### config.mk
export PLATFORM = sky130hd
export DESIGN_NAME = alu_op_sequencer
export DESIGN_NICKNAME = d
export VERILOG_FILES = /design/src/rtl/alu_op_sequencer.sv
export SDC_FILE = /design/constraint.sdc
export NUM_CORES = 1
export LEC_CHECK = 0
export BUFFER_PORTS_ARGS = -buffer_cell sky130_fd_sc_hd__buf_4
export CELL_PAD_IN_SITES_DETAIL_PLACEMENT = 1
export CELL_PAD_IN_SITES_GLOBAL_PLACEMENT = 1
export CORE_MARGIN = 10
export CORE_UTILIZATION = 35
export CTS_CLUSTER_DIAMETER = 100
export DETAILED_ROUTE_END_ITERATION = 8
export PLACE_DENSITY = 0.78
export SLEW_MARGIN = 20
export SYNTH_ARGS = -nofsm -noshare
export SYNTH_HDL_FRONTEND = slang
export SYNTH_SLANG_ARGS = --single-unit
### constraint.sdc
create_clock -name clk -period 2.4 [get_ports clk]
set_clock_uncertainty 0.05 [all_clocks]
set_input_delay 0.48 -clock clk [delete_from_list [all_inputs] [get_ports clk]]
set_output_delay 0.48 -clock clk [all_outputs]
set_load 0.01 [all_outputs]
### src/rtl/alu_op_sequencer.sv
// Key-combination front end for an ALU: synchronizes buttons, captures a combo over a
// fixed window, decodes it to an opcode, issues one start pulse and waits for the result.
module alu_op_sequencer #(
  parameter int WIDTH   = 4,
  parameter int WINDOW  = 1000,
  parameter int TIMEOUT = 255
) (
  input  logic             clk,
  input  logic             rst_n,
  input  logic [3:0]       key,
  input  logic [WIDTH-1:0] a_in,
  input  logic [WIDTH-1:0] b_in,
  output logic [3:0]       alu_opcode,
  output logic [WIDTH-1:0] alu_a,
  output logic [WIDTH-1:0] alu_b,
  output logic             alu_start,
  input  logic             alu_done,
  input  logic [WIDTH-1:0] alu_result,
  output logic [WIDTH-1:0] result,
  output logic             result_valid,
  output logic             op_err,
  output logic             busy
);

  localparam int WIN_W = $clog2(WINDOW + 1);
  localparam int TMO_W = $clog2(TIMEOUT + 1);
  localparam logic [WIN_W-1:0] WIN_LAST = WIN_W'(WINDOW - 1);
  localparam logic [TMO_W-1:0] TMO_LAST = TMO_W'(TIMEOUT - 1);

  typedef enum logic [2:0] {
    S_IDLE, S_CAPTURE, S_ISSUE, S_WAIT, S_DONE, S_RELEASE
  } state_t;

  state_t           state;
  logic [3:0]       key_p0;
  logic [3:0]       ks;
  logic [3:0]       acc;
  logic [3:0]       acc_next;
  logic [4:0]       dec;
  logic [WIN_W-1:0] win_cnt;
  logic [TMO_W-1:0] tmo_cnt;
  logic             rel_seen;

  // {valid, opcode}; any combination not listed is rejected
  function automatic logic [4:0] decode(input logic [3:0] combo);
    case (combo)
      4'b0001: return {1'b1, 4'b0000};
      4'b0010: return {1'b1, 4'b0001};
      4'b0100: return {1'b1, 4'b0010};
      4'b1000: return {1'b1, 4'b0011};
      4'b0101: return {1'b1, 4'b0100};
      4'b0011: return {1'b1, 4'b0101};
      4'b0110: return {1'b1, 4'b0110};
      4'b1100: return {1'b1, 4'b0111};
      4'b0111: return {1'b1, 4'b1000};
      4'b1110: return {1'b1, 4'b1001};
      default: return 5'b0_0000;
    endcase
  endfunction

  function automatic logic [WIN_W-1:0] sat_win(input logic [WIN_W-1:0] c);
    return (c == {WIN_W{1'b1}}) ? c : c + 1'b1;
  endfunction

  function automatic logic [TMO_W-1:0] sat_tmo(input logic [TMO_W-1:0] c);
    return (c == {TMO_W{1'b1}}) ? c : c + 1'b1;
  endfunction

  // The final capture cycle's keys still count toward the decoded combo
  assign acc_next = acc | ks;
  assign dec      = decode(acc_next);
  assign busy     = (state != S_IDLE);

  always_ff @(posedge clk or negedge rst_n) begin
    if (!rst_n) begin
      state        <= S_IDLE;
      key_p0       <= '0;
      ks           <= '0;
      acc          <= '0;
      win_cnt      <= '0;
      tmo_cnt      <= '0;
      rel_seen     <= 1'b0;
      alu_opcode   <= '0;
      alu_a        <= '0;
      alu_b        <= '0;
      alu_start    <= 1'b0;
      result       <= '0;
      result_valid <= 1'b0;
      op_err       <= 1'b0;
    end else begin
      key_p0    <= key;
      ks        <= key_p0;
      alu_start <= 1'b0;
      case (state)
        S_IDLE: begin
          if (ks != 4'b0000) begin
            acc     <= ks;
            win_cnt <= '0;
            state   <= S_CAPTURE;
          end
        end
        S_CAPTURE: begin
          acc <= acc_next;
          if (win_cnt == WIN_LAST) begin
            rel_seen <= 1'b0;
            if (dec[4]) begin
              alu_opcode   <= dec[3:0];
              alu_a        <= a_in;
              alu_b        <= b_in;
              alu_start    <= 1'b1;
              op_err       <= 1'b0;
              result_valid <= 1'b0;
              state        <= S_ISSUE;
            end else begin
              op_err <= 1'b1;
              state  <= S_RELEASE;
            end
          end else begin
            win_cnt <= sat_win(win_cnt);
          end
        end
        S_ISSUE: begin
          tmo_cnt <= '0;
          state   <= S_WAIT;
        end
        S_WAIT: begin
          // Completion takes priority over a timeout expiring on the same edge
          if (alu_done) begin
            result       <= alu_result;
            result_valid <= 1'b1;
            state        <= S_DONE;
          end else if (tmo_cnt == TMO_LAST) begin
            op_err   <= 1'b1;
            rel_seen <= 1'b0;
            state    <= S_RELEASE;
          end else begin
            tmo_cnt <= sat_tmo(tmo_cnt);
          end
        end
        S_DONE: begin
          rel_seen <= 1'b0;
          state    <= S_RELEASE;
        end
        S_RELEASE: begin
          if (ks != 4'b0000) begin
            rel_seen <= 1'b0;
          end else if (rel_seen) begin
            state <= S_IDLE;
          end else begin
            rel_seen <= 1'b1;
          end
        end
        default: state <= S_IDLE;
      endcase
    end
  end

endmodule

* Yosys cells after proc, flatten, opt, wreduce, memory -nomap -nowiden
Memories as Yosys holds them, arrays and structs flattened.
Index checks and enable logic that the tools add are counted.
** Storage, ports and cells
- Memory bits (read-only) :: 80
- Output and inout port bits :: 20
- Word-level logic and storage cells :: 91
- Bits of input ports :: 19
- Memories kept :: 1
- Register bits :: 53
** Memory list
- (no name shown) :: words 16, bits a word 5, read ports 1, clocked after Yosys merged registers in 0, write ports 0, line 46 : case (combo)
** Operators by class
- Mux-type cells :: 35
- Add/subtract/negate cells :: 2
- Bitwise logic cells :: 1
- Reduce and logical (&&, ||, !) cells :: 16
- Equality and inequality tests :: 22
** Operator list (count)
- $mux W10 :: 3
- $mux W8 :: 3
- $ne A2 B2 Y1 const B :: 12
- $mux W3 :: 7
- $eq A10 B10 Y1 const B :: 2
- $pmux W10 S2 :: 1
- $reduce_and A4 Y1 :: 5
- $pmux W3 S6 :: 1
- $eq A8 B8 Y1 const B :: 2
- $pmux W8 S2 :: 1
- $mux W1 :: 14
- $add A10 B1 Y10 const B :: 1
- $add A8 B1 Y8 const B :: 1
- $pmux W4 S2 :: 1
- $reduce_bool A4 Y1 :: 2
- $eq A3 B2 Y1 const B :: 2
- $eq A3 B3 Y1 const B :: 2
- $reduce_bool A2 Y1 :: 3
- $reduce_and A5 Y1 :: 1
- $mux W4 :: 1
- $or A4 B4 Y4 :: 1
- $pmux W1 S2 :: 2
- $pmux W1 S4 :: 1
- $reduce_and A2 Y1 :: 2
- 5 further kinds :: 5

* Depth between registers and ports, before layout
Gate-level depths: netlist of the first run.
- Depth in word-level cells :: 5
- Depth in mapped cells :: 7

* Worst setup path after synthesis of the first run
No wires, ideal clock.
- Kind :: register to register
- Start :: register acc[0]
- End :: register alu_a[0]
- Library setup time :: 0.125 ns
- Cell stages (with the launch flop) :: 8
- Data arrival time :: 2.041 ns
- Clock period less this slack :: 2.216 ns
- Setup slack :: 0.184 ns
- Path buffers :: 1
- Cell sequence :: dfrtp_1 -> nor2_1 -> ha_1 -> or3b_2 -> o211ai_1 -> nand3_2 -> buf_6 -> mux2_4
** On the way
- Longest elaborated chain between the ends :: 3
** RTL lines
- start: declaration :: line 37 : logic [3:0] acc;
- start signal: assignment :: line 97 : acc <= ks;
- start signal: assignment :: line 103 : acc <= acc_next;
- $or A4 B4 Y4 :: line 70 : assign acc_next = acc | ks;
- $mem_v2 Z16 W5
- $reduce_and A3 Y1 (no line)
- end signal: assignment :: line 108 : alu_a <= a_in;
- end: declaration :: line 14 : output logic [WIDTH-1:0] alu_a,
No other way between the ends.
A chain may end at the register's enable or synchronous reset.

* Final worst setup path of the first run
- Start :: register acc[0]
- End :: register state[0]
** On the way
- Longest elaborated chain between the ends :: 5
** RTL lines
- $or A4 B4 Y4 :: line 70
- $mem_v2 Z16 W5
- $mux W3 :: line 106 : if (dec[4]) begin
- $mux W3 :: line 104 : if (win_cnt == WIN_LAST) begin
- $pmux W3 S6 :: line 94 : case (state)
- end signal: assignment :: line 99 : state <= S_CAPTURE;
- end signal: assignment :: line 113 : state <= S_ISSUE;
- end signal: assignment :: line 116 : state <= S_RELEASE;
- end: declaration :: line 34 : state_t state;
No other way between the ends. The select of a mux whose other input is x is not followed.

==> metrics, run 1 <==
Synth async-reset ratio=between 90% and 100%; flops & latches, synth=53; post-synth top area share=49.42%; I/O Pins=39; routability cong.=0.7688; first-pass GRT wire length=~12 mm; Initial DRC Count=68; multi-input logic area=1250 µm²; DRC Markers=0; placed insts=approximately 380; IO buf count=38; Synthesis Warnings=0; Worst VDD drop=between 300 and 400 µV; prevailing post-synth register cell=dfrtp_1; vias per inst=5.428; Post-synth EDFFs=0; H-tree lvl count=2; static leakage=1.419 nW; syn_nets=~270; pwr/cell area=939.6 nW/µm²; worst path cell trace=nor2_1 > ha_1 > or3b_2 > o211ai_1 > buf_4 > a31oi_1 > or3_1; Worst EP arrival=approximately 2.4 ns; area grow syn2layout=20.56%; Post-CTS Setup Bufs=0; post-synthesis cell count=between 200 and 250; crit end category=register; final antenna diode count=0; CTS sink cnt=53; wire per inst=around 17 µm; CTS max path bufs=2; Starting Density=36.42%; kind of critical path=register to register; drt pass-1 iters=4; total track usage=between 10% and 20%; setup TNS=0 ns; Die Area=between 10,000 and 15,000 µm²; number of global-route vias before repair=between 2k and 2.5k; Die Span Y=approximately 110 µm; CTS tree=yes; Crit-path slowest cell=or3b_2; CP max FO=4; sequential area share after synthesis=about 49%; die width=about 110 µm; Setup Viol. Count Final=0; register area=1326 µm²; crit-path max cell delay=approximately 0.44 ns; share of layout cells above drive strength 1=between 20% and 30%; Clock transition at path regs=0.10 ns; post-route ant nets=0; root buf cell=clkbuf_8; total routed wirelength=between 6 and 7 mm; fmax=443.4 MHz; post-route minimum period=2.255 ns; largest area contributor in the netlist=dfrtp_1; min-delay worst type=primary input to asynchronous set/reset pin; initial antenna violation count=0; synthesized area=2684 µm²; Post-CTS Hold Buffers=0; post-synth cell types=58; top flop regs=win_cnt (10), tmo_cnt (8); Rel. slew slack=a little under three fifths; PostCTS Resize Cnt=0; unrepaired setup endpoints after global routing=no; DP Wirelength=just over 5 mm; CTS buffer count=5; largest net degree at the start of global routing=between 50 and 60; Final Hold Viols=0; fin nets=316; max-slew violation count=0; Overflow after GRT=0; Hold Worst Slack=between 0.1 and 0.15 ns; synthesized area per cell=approximately 11 µm²; FILL cells=~840; post-route insts no fill=390; CP Launch Type=register; worst slew pin tran=approximately 0.66 ns; vias=2,117; Top reg by flops=win_cnt; Area contributors post-synth=dfrtp_1 (49%), mux2_4 (3.9%), mux2_2 (3.4%); number of flip-flops in the largest register=10; Crit path required time=about 2.6 ns; clock latency on the worst-skew pair=~0.31 ns; maxcap violations=0; number of core rows=31; final worst-path cycle share=a little over nine tenths; Std-Cell Core Area=7370 µm²; status=complete, no violations
[cells in the mapped netlist, drive strengths merged (2+ instances only)]
library cell	instances
dfrtp	53
nand3	16
mux2	15
a21oi	14
nor2	13
nand2	12
inv	10
o21ai	9
o31ai	9
ha	7
nor3	7
or4	6
buf	5
clkbuf	5
nand4	5
a22o	4
a31oi	4
o211ai	4
nand2b	3
nand3b	3
nor4	3
o311ai	3
or2	3
or3	3
a211oi	2
a21boi	2
and2	2
o41ai	2
or3b	2
xor2	2
[layout by cell type (no fill, tap or decap), types with 4 or more instances in the layout]
master and instances:
a21oi_1 13, a22o_1 4, a31oi_1 4, buf_4 48, clkbuf_8 5, dfrtp_1 53, ha_1 7, inv_1 10
mux2_2 8, mux2_4 7, nand2_1 12, nand3_1 15, nand4_1 4, nor2_1 13, nor3_1 6, o211ai_1 4
o21ai_0 9, o31ai_1 9, or4_1 6
[metal layers]
metal  global-route usage, %  part of all wire, %
met2                   20.42                   51
met3                   3.713                  5.9
met4                   3.626                  1.2
met5                       0                    0
met1                   14.55                   42
[through the flow]
stage                     instance area, µm²  util [%]  total power [mW]  worst slack (ns)
final                                   3236     43.90             3.040            0.1446
after CTS                               3236     43.90             3.069            0.1444
after floorplan                         2684         -             1.933            0.1843
after global placement                  3098     42.04             2.251            0.2409
after detailed placement                3098     42.04             2.316            0.1663
after global routing                    3236     43.90             3.254          0.004219
[power breakdown]
part / total, mW / switching [mW] / internal [mW] / leakage, nW
Combinational: 1.07 / 0.600 / 0.470 / 0.703
Clock: 0.740 / 0.320 / 0.420 / 0.0687
Sequential: 1.23 / 0.166 / 1.06 / 0.647
Total: 3.04 / 1.09 / 1.95 / 1.42
[worst paths after layout]
kind	startpoint	endpoint	slack, ns	depth (start not counted)
min reg2reg	key_p0[3]	ks[3]	0.31	0
max	acc[0]	state[0]	0.14	7
min	rst_n	win_cnt[0]	0.14	1
max reg2reg	acc[0]	state[0]	0.14	7
min in group clk	key[2]	key_p0[2]	0.22	1
max in group asynchronous	rst_n	result[0]	1.72	1
[kinds of logic after synthesis]
kind of cell | count (synthesis) | share of synthesized area [%]
flip-flops | 53 | 49.42
AO/OA/AOI/OAI | 64 | 16.55
adder cells (fa/ha/maj) | 7 | 3.263
AND/OR/NAND/NOR | 82 | 18.13
buffers and inverters | 20 | 4.009
multiplexers | 16 | 7.646
XOR/XNOR | 3 | 0.9792
[worst max-delay path: cells and delay by family, from the launching register on]
family	cells	cell delay (ns)
flip-flops	1	0.40
AO/OA/AOI/OAI	2	0.22
adder cells (fa/ha/maj)	1	0.24
AND/OR/NAND/NOR	3	1.06
buffers and inverters	1	0.17
[final cells by class]
type / count / share of cell area, %
repair buffers: 48 / 11.14
well taps: 99 / 3.828
clock inverters: 3 / 2.127
inverters: 10 / 1.160
clock buffers: 5 / 2.127
flip-flops and latches: 53 / 40.99
multi-input cells: 172 / 38.63
Note: power is estimated with default switching activity, not from simulation.
==> run 2, diff against run 1 <==
- CORE_UTILIZATION: 35 -> 30
- PLACE_DENSITY: 0.78 -> 0.7
- REMOVE_ABC_BUFFERS: unset -> 1
==> metrics, run 2 (synthesis gave the netlist of run 1 again) <==
status=complete, no violations (unchanged); CTS sink cnt=53 (unchanged); worst slew pin tran=0.6581 ns (was 0.6624 ns); Top reg by flops=win_cnt (unchanged); Setup Viol. Count Final=0 (unchanged); first-pass GRT wire length=11.80 mm (was 11.70 mm); CP max FO=14 (was 4); pwr/cell area=905.9 nW/µm² (was 939.6 nW/µm²); Clock transition at path regs=0.10 ns (about the same); internal power=1.861 mW (was 1.954 mW); Final WS setup=0.1804 ns (was 0.1446 ns); post-route ant nets=0 (unchanged); fin area=3239 µm² (was 3236 µm²); fin nets=319 (was 316); multi-input logic area=1250 µm² (unchanged); Sw Pwr=1.074 mW (was 1.086 mW); Starting Density=30.77% (was 36.42%); root buf cell=clkbuf_8 (unchanged); top flop regs=win_cnt (10), tmo_cnt (8) (unchanged); maxcap violations=0 (unchanged); DP Wirelength=5.206 mm (was 5.035 mm); area grow syn2layout=20.70% (was 20.56%); number of flip-flops in the largest register=10 (unchanged); crit-path max cell delay=0.45 ns (was 0.44 ns); DRC Markers=0 (unchanged); total routed wirelength=6.866 mm (was 6.800 mm); Initial DRC Count=82 (was 68); R2R Path Start=ks[1] (was acc[0]); number of global-route vias before repair=2,334 (was 2,317); reg2reg end=alu_a[2] (was state[0]); IO buf count=38 (unchanged); H-tree lvl count=2 (unchanged); Rel. slew slack=56.13% (was 55.84%); most common cell after layout, fill and taps aside=dfrtp_1 (unchanged); kind of critical path=register to register (unchanged); Std-Cell Core Area=8721 µm² (was 7370 µm²); total power=2.935 mW (was 3.040 mW); setup TNS=0 ns (unchanged); pre-CTS setup slack=0.1977 ns (was 0.1663 ns); PostCTS Resize Cnt=0 (unchanged); Clk network pwr share=21.1% (was 24.3%); Hold Worst Slack=0.1418 ns (was 0.1414 ns); min-delay worst type=primary input to asynchronous set/reset pin (unchanged); vias=2,105 (was 2,117); FILL cells=976 (was 837); fmax=450.5 MHz (was 443.4 MHz); register area=1326 µm² (unchanged); DP Area=3132 µm² (was 3098 µm²); Final Hold Viols=0 (unchanged); die width=114.6 µm (was 107.6 µm); wire per inst=17.12 µm (was 17.44 µm); Crit path required time=2.55 ns (about the same); CP Launch Type=register (unchanged); worst path cell trace=nor2_1 > ha_1 > or3b_2 > o211ai_1 > nand3_2 > buf_4 > mux2_4 (was nor2_1 > ha_1 > or3b_2 > o211ai_1 > buf_4 > a31oi_1 > or3_1); total track usage=10.87% (was 12.16%); drt pass-1 iters=4 (unchanged); initial antenna violation count=0 (unchanged); Overflow after GRT=0 (unchanged); final worst-path cycle share=92.48% (was 93.98%); crit end category=register (unchanged); final antenna diode count=0 (unchanged); CTS tree=yes (unchanged); Switching Share=36.59% (was 35.74%); max-slew violation count=0 (unchanged); most frequent cells in the layout=dfrtp_1 (53), buf_4 (51), nand3_1 (15), nor2_1 (13), a21oi_1 (13) (was dfrtp_1 (53), buf_4 (48), nand3_1 (15), nor2_1 (13), a21oi_1 (13)); share of layout cells above drive strength 1=29.01% (was 28.52%); Crit-path slowest cell=or3b_2 (unchanged); Post-CTS Setup Bufs=0 (unchanged); Die Area=13,130 µm² (was 11,570 µm²); number of core rows=34 (was 31); Worst VDD drop=364.0 µV (was 394.6 µV); clock latency on the worst-skew pair=0.31 ns (about the same); I/O Pins=39 (unchanged); Worst EP arrival=2.37 ns (was 2.40 ns); Post-CTS Hold Buffers=0 (unchanged); sequential power share=41.5% (was 40.5%); CTS max path bufs=2 (unchanged); largest net degree at the start of global routing=54 (unchanged); combinational fraction of design power=37.4% (was 35.2%); depth of the worst register-to-register path=7 (unchanged); routability cong.=0.7506 (was 0.7688); static leakage=1.419 nW (about the same); post-route minimum period=2.220 ns (was 2.255 ns); vias per inst=5.249 (was 5.428); R2R setup slack=0.18 ns (was 0.14 ns); unrepaired setup endpoints after global routing=no (unchanged); CTS buffer count=5 (unchanged); Die Span Y=114.6 µm (was 107.6 µm)
-- run 2: cell types whose count changed in the layout (fill, tap and decap cells not counted) --
cell,before,now
bufinv_16,2,1
buf_4,48,51
-- run 2: worst max path at each step --
| stage | start | endpoint | slack, ns | cells past startpoint |
|---|---|---|---|---|
| after floorplan | acc[0] | alu_a[0] | 0.11 | 6 |
| after global placement | acc[1] | alu_a[2] | 0.30 | 7 |
| after detailed placement | ks[1] | alu_opcode[1] | 0.20 | 7 |
| after CTS | ks[1] | alu_a[2] | 0.17 | 7 |
| after global routing | acc[1] | state[0] | 0.02 | 7 |
| final | ks[1] | alu_a[2] | 0.18 | 7 |
-- run 2: critical path, delay by kind of cell, from the launching register on --
family / cells / cell delay, ns
AO/OA/AOI/OAI: 1 / 0.15
adder cells (fa/ha/maj): 1 / 0.24
buffers and inverters: 1 / 0.21
flip-flops: 1 / 0.41
multiplexers: 1 / 0.31
AND/OR/NAND/NOR: 3 / 0.74
-- run 2: metrics by stage --
stage                     util, %  std cells
after floorplan                 -        235
after global placement      35.91        394
after detailed placement    35.91        394
after CTS                   37.14        401
after global routing        37.14        401
final                       37.14        401
-- run 2: layout make-up --
class / count / share of cell area (%)
Timing Repair Buffer: 51 / 11.82
Inverter: 10 / 1.159
Tap cell: 108 / 4.172
Clock inverter: 2 / 1.197
Sequential cell: 53 / 40.94
Multi-Input combinational cell: 172 / 38.59
Clock buffer: 5 / 2.124
-- run 2: per-layer routing --
metal | track usage (%) | wire, µm
met5 | 0 | 0
met4 | 3.843 | 75
met3 | 2.673 | 290
met2 | 18.31 | 3409
met1 | 13.12 | 3091
-- run 2: power groups by stage --
stage                     clock network, mW  logic, mW  registers [mW]
after floorplan                           0      0.625            1.24
after global placement                    0       1.06            1.22
after detailed placement                  0       1.10            1.23
after CTS                             0.636       1.11            1.21
after global routing                  0.671       1.22            1.25
final                                 0.619       1.10            1.22
==> run 3, diff against run 2 <==
- ABC_AREA: unset -> 1
- PLACE_DENSITY: 0.7 -> 0.72
==> metrics, run 3 <==
Post-synth EDFFs=0 (unchanged); post-route ant nets=0 (unchanged); CP most frequent cell=nor2_1; status=complete, no violations (unchanged); fin nets=396 (was 319); I/O Pins=39 (unchanged); Post-Synth Adder-Cell Area=3.119% (was 3.263%); max-slew violation count=0 (unchanged); R2R Path Start=acc[1] (was ks[1]); Area contributors post-synth=dfrtp_1 (47%), nand2_1 (13%), nor2_1 (5.1%) (was dfrtp_1 (49%), mux2_4 (3.9%), mux2_2 (3.4%)); CTS buffer count=5 (unchanged); Final Hold Viols=0 (unchanged); synthesized area=2808 µm² (was 2684 µm²); total routed wirelength=6.582 mm (was 6.866 mm); most frequent cells in the layout=nand2_1 (98), dfrtp_1 (53), nor2_1 (38), buf_4 (38), inv_1 (25) (was dfrtp_1 (53), buf_4 (51), nand3_1 (15), nor2_1 (13), a21oi_1 (13)); synthesized area per cell=8.482 µm² (was 10.95 µm²); Overflow after GRT=0 (unchanged); crit end category=register (unchanged); initial antenna violation count=0 (unchanged); setup TNS=0 ns (unchanged); post-synthesis cell count=331 (was 245); post-route minimum period=2.063 ns (was 2.220 ns); pwr/cell area=830.0 nW/µm² (was 905.9 nW/µm²); DRC Markers=0 (unchanged); most common cell after layout, fill and taps aside=nand2_1 (was dfrtp_1); drt pass-1 iters=4 (unchanged); vias per inst=4.687 (was 5.249); Post-CTS Setup Bufs=0 (unchanged); Synth async-reset ratio=100.0% (unchanged); largest net degree at the start of global routing=54 (unchanged); CP max FO=12 (was 14); static leakage=1.567 nW (was 1.419 nW); sequential area share after synthesis=47.24% (was 49.42%); fmax=484.6 MHz (was 450.5 MHz); PostCTS Resize Cnt=0 (unchanged); Initial DRC Count=60 (was 82); Clock transition at path regs=0.10 ns (about the same); Setup Viol. Count Final=0 (unchanged); unrepaired setup endpoints after global routing=no (unchanged); Std-Cell Core Area=9196 µm² (was 8721 µm²); maxcap violations=0 (unchanged); kind of critical path=register to register (unchanged); Top reg by flops=win_cnt (unchanged); share of layout cells above drive strength 1=24.80% (was 29.01%); worst slew pin tran=0.6788 ns (was 0.6581 ns); Synth top cells by count=nand2_1 (98), dfrtp_1 (53), nor2_1 (38), inv_1 (25), nand3_1 (14) (was dfrtp_1 (53), nand3_1 (15), a21oi_1 (13), nor2_1 (13), nand2_1 (12)); number of global-route vias before repair=2,422 (was 2,334); reg2reg end=alu_opcode[0] (was alu_a[2]); Worst EP arrival=2.26 ns (was 2.37 ns); CTS tree=yes (unchanged); Worst VDD drop=397.1 µV (was 364.0 µV); IO buf count=38 (unchanged); prevailing post-synth register cell=dfrtp_1 (unchanged); largest family of logic cells by synthesized area=simple AND/OR/NAND/NOR gates (unchanged); clock latency on the worst-skew pair=0.31 ns (about the same); post-synthesis compound-gate area fraction=7.398% (was 16.55%); first-pass GRT wire length=11.30 mm (was 11.80 mm); crit-path max cell delay=0.40 ns (was 0.45 ns); H-tree lvl count=2 (unchanged); R2R setup slack=0.34 ns (was 0.18 ns); final antenna diode count=0 (unchanged); wire per inst=13.66 µm (was 17.12 µm); total track usage=10.11% (was 10.87%); most frequent cell after synthesis=nand2_1 (was dfrtp_1); CTS max path bufs=2 (unchanged); Post-Synth Simple-Gate Area=31.73% (was 18.14%); Crit path required time=2.60 ns (was 2.55 ns); DP Wirelength=5.061 mm (was 5.206 mm); Crit-path slowest cell=dfrtp_1 (was or3b_2); flops & latches, synth=53 (unchanged); Die Area=13,630 µm² (was 13,130 µm²); post-synth cell types=37 (was 58); FILL cells=1,126 (was 976); end of the critical path=alu_opcode[0] (was alu_a[2]); Die Span Y=116.7 µm (was 114.6 µm); post-synth top area share=47.24% (was 49.42%); pre-CTS setup slack=0.3576 ns (was 0.1977 ns); depth of the worst register-to-register path=10 (was 7); Synthesis Warnings=0 (unchanged); area grow syn2layout=16.58% (was 20.70%); post-synthesis xor/xnor area fraction=2.496% (was 0.9790%); vias=2,259 (was 2,105); number of flip-flops in the largest register=10 (unchanged); Post-CTS Hold Buffers=0 (unchanged); crit path from=acc[1] (was ks[1]); number of core rows=35 (was 34); mux cell area share after synthesis=1.604% (was 7.646%); largest area contributor in the netlist=dfrtp_1 (unchanged); Rel. slew slack=54.75% (was 56.13%); final worst-path cycle share=85.97% (was 92.48%); top flop regs=win_cnt (10), tmo_cnt (8) (unchanged); Starting Density=30.53% (was 30.77%); min-delay worst type=primary input to asynchronous set/reset pin (unchanged); root buf cell=clkbuf_8 (unchanged); multi-input logic area=1301 µm² (was 1250 µm²); worst path cell trace=nor2_1 > ha_1 > inv_1 > nand2_1 > nand3_2 > nand2_1 > nand2_2 > nor2_2 > nor2_1 > nor2_1 (was nor2_1 > ha_1 > or3b_2 > o211ai_1 > nand3_2 > buf_4 > mux2_4); CTS sink cnt=53 (unchanged); Final WS setup=0.3366 ns (was 0.1804 ns); die width=116.7 µm (was 114.6 µm); register area=1326 µm² (unchanged); CP Launch Type=register (unchanged); routability cong.=0.7979 (was 0.7506)
## run 3: changes by cell type in the layout (fill, tap and decap cells not counted), sizes merged, moves of 5 or more
cell	delta
buf	-13
xor2	+5
nand2	+94
or4	-6
nor2	+33
a21oi	-12
inv	+23
o21ai	+16
o31ai	-8
mux2	-11
## run 3: metal layers
metal | share of wire (%) | vias to the layer above | global-route usage (%)
met5 | 0 | - | 0
met4 | 1.2 | 0 | 2.965
met3 | 4.5 | 7 | 2.928
met2 | 50 | 27 | 17.17
met1 | 44 | 1094 | 12.08
li1 | - | 1131 | -
## run 3: logic make-up after synthesis
group                    after synthesis
AND/OR/NAND/NOR                      187
XOR/XNOR                               8
buffers and inverters                 39
multiplexers                           4
adder cells (fa/ha/maj)                7
flip-flops                            53
AO/OA/AOI/OAI                         33
## run 3: layout make-up
| cell class | count | share of cell area (%) |
|---|---|---|
| clock inverter | 3 | 0.7645 |
| sequential | 53 | 40.52 |
| clock buffer | 5 | 2.102 |
| timing repair buffer | 38 | 8.716 |
| inverter | 33 | 3.899 |
| tap | 111 | 4.243 |
| multi-input combinational | 239 | 39.76 |
## run 3: worst max-delay path, delay by kind of cell, from the launching register on
kind / cells / cell delay (ns)
adders and majority gates: 1 / 0.25
DFF: 1 / 0.40
and+or+nand+nor: 8 / 1.24
buffers and inverters: 1 / 0.06
## run 3: through the flow
| step | total power [mW] | util, % | area [µm²] | hold WS (ns) | cells |
|---|---|---|---|---|---|
| 2_1_floorplan | 1.869 | - | 2755 | 0.1344 | 325 |
| 5_1_grt | 2.937 | 35.59 | 3273 | 0.1958 | 482 |
| 3_3_place_gp | 2.167 | 34.57 | 3179 | 0.2834 | 474 |
| 6_report | 2.717 | 35.59 | 3273 | 0.1521 | 482 |
| 4_1_cts | 2.764 | 35.59 | 3273 | 0.1752 | 482 |
| 3_5_place_dp | 2.208 | 34.57 | 3179 | 0.2871 | 474 |
## run 3: power by group
group          total [mW]  leakage [nW]  internal (mW)  switching (mW)
clock network       0.544        0.0452          0.214           0.330
logic                1.01         0.873          0.363           0.648
registers            1.16         0.649           1.04           0.118
## run 3: how the worst min path moves through the flow
stage | to | startpoint | slack [ns]
2_1_floorplan | acc[0] | rst_n | 0.13
3_3_place_gp | ks[2] | key_p0[2] | 0.28
3_5_place_dp | ks[3] | key_p0[3] | 0.29
6_report | alu_opcode[3] | rst_n | 0.15
5_1_grt | ks[2] | rst_n | 0.20
4_1_cts | alu_opcode[3] | rst_n | 0.18
